File: src/rtl/dsiq_tx_pacer.sv
// ============================================================================
// dsiq_tx_pacer : TX IQ FIFO read pacer (prefill, paced play, drain, flush).
// Option macro: DSIQ_PACER_UNDERRUN_CNT_EN adds underrun_count[15:0].
// Rev 1.0
// ============================================================================
`default_nettype none

module dsiq_tx_pacer #(
  parameter int FIFO_LENW  = 11,
  parameter int DATA_W     = 36,
  parameter int TAIL_MAX   = 256,
  parameter int FLUSH_IDLE = 1
) (
  input  logic                 clk,
  input  logic                 rst_n,
  input  logic [DATA_W-1:0]    fifo_tdata,
  input  logic                 fifo_tvalid,
  output logic                 fifo_tready,
  input  logic [FIFO_LENW-1:0] fifo_tlength,
  input  logic                 sample_tick,
  input  logic                 tx_enable,
  input  logic [FIFO_LENW-1:0] prefill_level,
  output logic [DATA_W-1:0]    out_tdata,
  output logic                 out_valid,
  output logic [1:0]           state,
  output logic                 underrun
`ifdef DSIQ_PACER_UNDERRUN_CNT_EN
  ,
  output logic [15:0]          underrun_count
`endif
);

  localparam int                TAIL_W    = $clog2(TAIL_MAX + 1);
  localparam logic [TAIL_W-1:0] TAIL_LAST = TAIL_W'(TAIL_MAX);
  localparam logic              FLUSH_EN  = (FLUSH_IDLE != 0);

  typedef enum logic [1:0] {
    ST_IDLE    = 2'd0,
    ST_PREFILL = 2'd1,
    ST_RUN     = 2'd2,
    ST_DRAIN   = 2'd3
  } state_t;

  state_t              state_q;
  logic [TAIL_W-1:0]   tail_q;
  logic [TAIL_W-1:0]   tail_d;
  logic [DATA_W-1:0]   out_tdata_q;
  logic                out_valid_q;
  logic                underrun_q;
  logic                play_pop_w;
  logic                underrun_evt_w;
  logic                start_w;

  always_comb begin
    fifo_tready = 1'b0;
    if (rst_n) begin
      case (state_q)
        ST_IDLE:    fifo_tready = FLUSH_EN & fifo_tvalid;
        ST_PREFILL: fifo_tready = 1'b0;
        default:    fifo_tready = sample_tick & fifo_tvalid;
      endcase
    end
  end

  // Only pops taken while playing reach the TX chain; flushed words are stale.
  assign play_pop_w     = fifo_tready && (state_q == ST_RUN || state_q == ST_DRAIN);
  assign underrun_evt_w = (state_q == ST_RUN) && tx_enable && sample_tick && !fifo_tvalid;
  assign start_w        = (state_q == ST_IDLE) && tx_enable;
  assign tail_d         = tail_q + TAIL_W'(1);

  always_ff @(posedge clk) begin
    if (!rst_n) begin
      state_q     <= ST_IDLE;
      tail_q      <= '0;
      out_tdata_q <= '0;
      out_valid_q <= 1'b0;
      underrun_q  <= 1'b0;
    end else begin
      out_valid_q <= sample_tick;
      underrun_q  <= underrun_evt_w;
      if (sample_tick) begin
        out_tdata_q <= play_pop_w ? fifo_tdata : '0;
      end
      case (state_q)
        ST_IDLE: begin
          if (start_w) state_q <= ST_PREFILL;
        end
        ST_PREFILL: begin
          if (!tx_enable) begin
            state_q <= ST_IDLE;
          end else if (fifo_tlength >= prefill_level) begin
            state_q <= ST_RUN;
          end
        end
        ST_RUN: begin
          // A falling tx_enable wins over an empty FIFO: that is a drain, not an underrun.
          if (!tx_enable) begin
            state_q <= ST_DRAIN;
            tail_q  <= '0;
          end else if (underrun_evt_w) begin
            state_q <= ST_PREFILL;
          end
        end
        default: begin
          if (tx_enable) begin
            state_q <= ST_RUN;
          end else if (sample_tick) begin
            tail_q <= tail_d;
            if (!fifo_tvalid || tail_d == TAIL_LAST) state_q <= ST_IDLE;
          end
        end
      endcase
    end
  end

`ifdef DSIQ_PACER_UNDERRUN_CNT_EN
  logic [15:0] urun_cnt_q;

  always_ff @(posedge clk) begin
    if (!rst_n) begin
      urun_cnt_q <= 16'd0;
    end else if (start_w) begin
      urun_cnt_q <= 16'd0;
    end else if (underrun_evt_w && urun_cnt_q != 16'hFFFF) begin
      urun_cnt_q <= urun_cnt_q + 16'd1;
    end
  end

  assign underrun_count = urun_cnt_q;
`endif

  assign out_tdata = out_tdata_q;
  assign out_valid = out_valid_q;
  assign underrun  = underrun_q;
  assign state     = state_q;

endmodule

`default_nettype wire

File: config.mk
export PLATFORM = sky130hd
export DESIGN_NAME = dsiq_tx_pacer
export DESIGN_NICKNAME = d
export VERILOG_FILES = /design/src/rtl/dsiq_tx_pacer.sv
export SDC_FILE = /design/constraint.sdc
export NUM_CORES = 1
export LEC_CHECK = 0
export BUFFER_PORTS_ARGS = -buffer_cell sky130_fd_sc_hd__buf_2
export CAP_MARGIN = 0
export CORE_MARGIN = 2
export CORE_UTILIZATION = 42
export DETAILED_ROUTE_END_ITERATION = 10
export GPL_TIMING_DRIVEN = 1
export PLACE_DENSITY_LB_ADDON = 0.1
export SETUP_SLACK_MARGIN = 0.05
export SYNTH_ARGS = -nofsm -noshare
export SYNTH_HDL_FRONTEND = slang
export SYNTH_SLANG_ARGS = --single-unit
File: constraint.sdc
create_clock -name clk -period 1.7 [get_ports clk]
set_input_delay 0.34 -clock clk [delete_from_list [all_inputs] [get_ports clk]]
set_output_delay 0.34 -clock clk [all_outputs]
set_load 0.02 [all_outputs]
**Word-level counts from Yosys, hierarchy flattened**

Index checks and enable logic that the tools add are counted.

- Register bits: 49
- Bits of input ports: 63
- Output and inout bits: 41
- Logic and storage cells: 48

- Add/sub/neg operators: 1
- Order comparisons: 1
- Equal/unequal tests: 7
- Multiplexer cells: 16
- Bitwise gates (word level): 3
- Reduce and logical (&&, ||, !) cells: 15

Operators by type and width:

| kind | count |
|---|---|
| 36-bit two-way mux | 1 |
| 9-bit two-way mux | 3 |
| 9-bit case mux with 2 select lines | 1 |
| 2-bit two-way mux | 8 |
| 11-bit >= comparator | 1 |
| 5-bit nonzero test | 2 |
| 9-bit by 1-bit adder with 9-bit output (second input constant) | 1 |
| 9-bit == test (second input constant) | 1 |
| 3-bit != test (second input constant) | 2 |
| 2-bit case mux with 3 select lines | 1 |
| 1-bit logical AND | 5 |
| 5-bit AND reduction | 1 |
| 2-bit == test (second input constant) | 2 |
| 3-bit AND reduction | 1 |
| 2-bit by 1-bit == test with 1-bit output (second input constant) | 1 |
| 2-bit zero test | 1 |
| 1-bit logical OR | 2 |
| 2-bit != test (second input constant) | 1 |
| 1-bit NOT | 2 |
| 1-bit case mux with 2 select lines | 1 |
| 2-bit nonzero test | 1 |
| 2-bit OR reduction | 1 |
| 1-bit AND | 1 |
| 1-bit zero test | 1 |
| 1-bit two-way mux | 1 |

**Depth between registers and ports, before layout**

- Depth in word-level cells: 7
- Depth in mapped cells: 7
- Depth with buffers taken out: 7

**Least setup slack after synthesis**

Ideal clock, no wire load.

- Kind: register to register
- Start: reg tail_q[0]
- End: reg state_q[1] (netlist: state[1])
- Library setup time: 0.122 ns
- Arrival time: 1.694 ns
- Data required time: 1.578 ns
- Slack: -0.116 ns
- Cell stages (with the launch flop): 8
- Buffers on the path: 1
- Clock period less this slack: 1.816 ns
- Path through: dfxtp_1 > ha_1 > buf_2 > xor2_1 > or4_1 > a221oi_2 > a31o_2 > a211oi_1

- Word-level cells in the longest chain between the ends: 5

RTL lines:

| what | RTL line | text |
|---|---|---|
| start: declaration | 45 | `logic [TAIL_W-1:0] tail_q;` |
| start signal: assignment | 108 | `tail_q <= tail_d;` |
| 9-bit by 1-bit adder with 9-bit output | 69 | `assign tail_d = tail_q + TAIL_W'(1);` |
| 9-bit == test | 109 | `if (!fifo_tvalid \|\| tail_d == TAIL_LAST) state_q <= ST_IDLE;` |
| 1-bit logical OR | 109 |  |
| 5-bit nonzero test (no source line) | -- |  |
| 5-bit AND reduction (no source line) | -- |  |
| end signal: assignment | 101 | `state_q <= ST_PREFILL;` |
| end signal: assignment | 106 | `state_q <= ST_RUN;` |
| end signal: assignment | 109 |  |
| end: declaration | 44 | `state_t state_q;` |

No other way between the ends.
A chain may end at the register's enable or synchronous reset.

**Worst setup path in the final report**

Same ends and word-level chain as after synthesis.

==> run summary <==
area of the multi-input gates -> 0.00118 mm²
FMAX -> 0.580 GHz
remaining antenna violation count -> 0
Power Total -> 2.06 mW
Synth Area in Simple Gates -> 0.190
largest family of logic cells by synthesized area -> compound AO/OA/AOI/OAI gates
Worst Hold Class -> primary input to flop
syn_area_per_cell -> 8.52 µm²
GR Util met1 -> 0.237
via count -> 2266
CTS tree -> yes
LEAKAGE -> 1.49 nW
clk sink count -> 49
Crit Path Max Fanout -> 4
first-pass GRT wire length -> 9250 µm
Slew @ Worst Pin -> 456 ps
Starting Density -> 0.438
vias in the first global route -> 2135
Worst path top cell family by delay -> compound AO/OA/AOI/OAI gates
Setup TNS -> -23.7 ps
crit path DAT -> 1890 ps
Slew Limit Fails -> 0
RePlAce Congestion -> 0.830
Final Hold Vio Count -> 0
CORE AREA -> 0.00517 mm²
max incr delay on CP -> 410 ps
Synth cell types -> 40
Nets -> 455
H-tree depth -> 2
number of buffers added on ports -> 103
Clock Path Buffers -> 2
dpl hpwl -> 3990 µm
row cnt -> 26
initial antenna violation count -> 0
met3 Usage GRT -> 0.0500
placed cell areas -> 0.00295 mm²
WP data required -> 1870 ps
register area -> 983 µm²
Clock Power Share -> 0.325
GRT Total Usage -> 0.187
final number of setup-violating endpoints -> 1
Comb power frac -> 0.114
Root Driver -> clkbuf_8
DIE AREA -> 0.00600 mm²
post-synthesis sequential area ratio -> 0.433
crit path cell chain -> ha_4 > xor2_1 > or4_1 > a221oi_2 > a31o_2 > a211oi_1
Psw -> 517 µW
Post-CTS Setup Bufs -> 0
synthesis-to-finish area growth -> 34.3%
flop2flop setup slack -> -20 ps
Pwr Density -> 678 mW/mm²
sw frac -> 0.250
pin count of the biggest net entering global routing -> 45
R2R cell count -> 6
GRT overflow -> 0
Rel. slew slack -> 0.696
post-synthesis mux area share -> 0.00442
Design Area, Final -> 0.00304 mm²
Int Power -> 1.55 mW
outcome -> finished, violations left
final worst setup slack -> -23.7 ps
violated checks -> negative setup slack
RSZ-0062 raised after global routing -> yes
GR met2 Demand/Resource -> 0.312
crit path capture type -> flop
DRT Pass-1 Iters -> 4
gr busiest metal -> met2
CP max stage cell -> or4_1
peak supply drop -> 0.637 mV
Adder-Cell Fraction of Synth Area -> 0.0718
Crit Reg-Reg Startpoint -> tail_q[0]$_SDFFE_PN0P_
DR vias/cell -> 5.05
CP Launch Point -> tail_q[0]$_SDFFE_PN0P_
Post-Synthesis Cell Area -> 0.00227 mm²
WL final -> 5490 µm
minimum clock period -> 1720 ps
kind of critical path -> flop to flop
Syn Inst Count -> 266
Final period util -> 1.01
I/O Pins -> 104
# hold bufs at CTS -> 0
Synth Register Bits -> 49
worst-skew pair later-pin latency -> 300 ps
clk_skew -> 8.56 ps
Syn Nets -> 342
Die Height -> 77.5 µm
antenna diode count -> 0
Fill cells -> 498
maxcap violations -> 0
Synth Area in Compound Gates -> 0.235
CP Launch Type -> flop
critical path depth -> 6
DRC -> 0
Synth Area in XOR/XNOR -> 0.0116
clock transition at the registers of the reported paths -> 90 ps
fraction of layout cells with a size suffix above 1 -> 0.367
crit path to -> state[1]$_SDFFE_PN0P_
DR WL/cell -> 12.2 µm
sequential share of power -> 0.561
R2R Path End -> state[1]$_SDFFE_PN0P_
DIE WIDTH -> 77.5 µm
Syn. warnings -> 0
CTS buffer count -> 5
CP Buf/Inv Count -> 0
Detailed Route Iter0 Violations -> 91
## routing by layer
metal / vias to the layer above / routed length (µm)
met5: - / 0
met4: 0 / 53
met3: 4 / 301
met2: 54 / 2560
met1: 1042 / 2570
li1: 1166 / -
## synthesized netlist by cell type
cell	number	area [µm²]
a2111oi_0	1	8.76
a211o_1	1	8.76
a211oi_1	1	7.51
a21o_1	4	30.0
a21oi_1	15	75.1
a221oi_2	1	15.0
a22oi_1	37	278
a31o_2	1	8.76
a31oi_1	1	6.26
and2_1	2	12.5
and3_1	2	12.5
and3_2	2	15.0
and4_1	1	8.76
buf_1	1	3.75
buf_2	6	30.0
clkbuf_1	8	30.0
dfxtp_1	49	981
ha_1	13	163
inv_1	15	56.3
inv_2	1	3.75
mux2i_1	1	10.0
nand2_1	10	37.5
nand2b_1	4	25.0
nand3_1	3	15.0
nand3_2	1	10.0
nand3b_1	1	7.51
nand4_1	2	12.5
nand4b_1	1	8.76
nor2_1	50	188
nor2b_1	1	6.26
nor3_1	4	20.0
nor4_1	3	18.8
o211a_1	1	10.0
o211ai_1	1	7.51
o21a_1	3	22.5
o21ai_0	9	45.0
o221ai_1	1	8.76
or3_1	4	25.0
or4_1	1	7.51
xor2_1	3	26.3
## metrics by stage
| step | util | hold WS, ps | setup slack, ps | cells |
|---|---|---|---|---|
| 2_1_floorplan | - | 462 | -56.4 | 266 |
| 3_3_place_gp | 0.570 | 485 | -203 | 442 |
| 3_5_place_dp | 0.570 | 495 | -238 | 442 |
| 4_1_cts | 0.589 | 255 | -11.5 | 449 |
| 5_1_grt | 0.589 | 256 | -94.7 | 449 |
| 6_report | 0.589 | 262 | -23.7 | 449 |
## area by class of cell
cell class                 instances  share of cell area
multi-input combinational        186               0.388
tap                               70              0.0288
clock buffer                       5              0.0226
inverter                          16              0.0197
sequential                        49               0.323
timing repair buffer             121               0.214
clock inverter                     2             0.00452
## worst min-delay path by stage
stage | start | cells past startpoint | end
finish | fifo_tdata[10] | 3 | out_tdata[10]$_SDFFE_PN0P_
global route | fifo_tdata[34] | 3 | out_tdata[34]$_SDFFE_PN0P_
CTS | fifo_tdata[35] | 3 | out_tdata[35]$_SDFFE_PN0P_
detailed placement | out_tdata[8]$_SDFFE_PN0P_ | 2 | out_tdata[8]$_SDFFE_PN0P_
global placement | out_tdata[30]$_SDFFE_PN0P_ | 2 | out_tdata[30]$_SDFFE_PN0P_
floorplan | rst_n | 1 | tail_q[4]$_SDFFE_PN0P_
## power groups by stage
stage,Clock [mW],Combinational (mW),Sequential (mW)
after floorplan,0,0.116,1.19
after global placement,0,0.234,1.19
after detailed placement,0,0.237,1.18
after CTS,0.692,0.238,1.16
after global routing,0.742,0.266,1.16
final,0.670,0.235,1.16
## tightest hold or removal path: cells and delay by family
| kind | cells | cell delay [ps] |
|---|---|---|
| buffers and inverters | 1 | 70 |
| AO/OA/AOI/OAI | 1 | 50 |
| AND/OR/NAND/NOR | 1 | 70 |
## kinds of logic after synthesis
kind of cell               Yosys count
AOI/OAI and AO/OA                   77
xor gates and xnor gates             3
adders and majority gates           13
buffers and inverters               31
DFF                                 49
muxes                                1
and+or+nand+nor                     92
## sequential cells by signal (all words and copies together) (netlist names)
signal     cells
out_tdata     36
tail_q         9
state          2
out_valid      1
underrun       1
## cell usage in the layout, fill, tap and decap left out, drive strengths merged, types with 2 or more instances in the layout
cell type  instances
buf              121
nor2              50
dfxtp             49
a22oi             37
inv               17
a21oi             15
ha                13
nand2             10
o21ai              9
clkbuf             5
a21o               4
nand2b             4
nor3               4
or3                4
nand3              4
and3               4
xor2               3
nor4               3
o21a               3
and2               2
nand4              2
## what timing repair did
action / in CTS / in global routing
gates resized for setup: 2 / 1
endpoints found under the setup margin: 2 / 3
endpoints found under the hold margin: 0 / 0
pin swaps: 0 / 0
(Power assumes the default switching activity.)
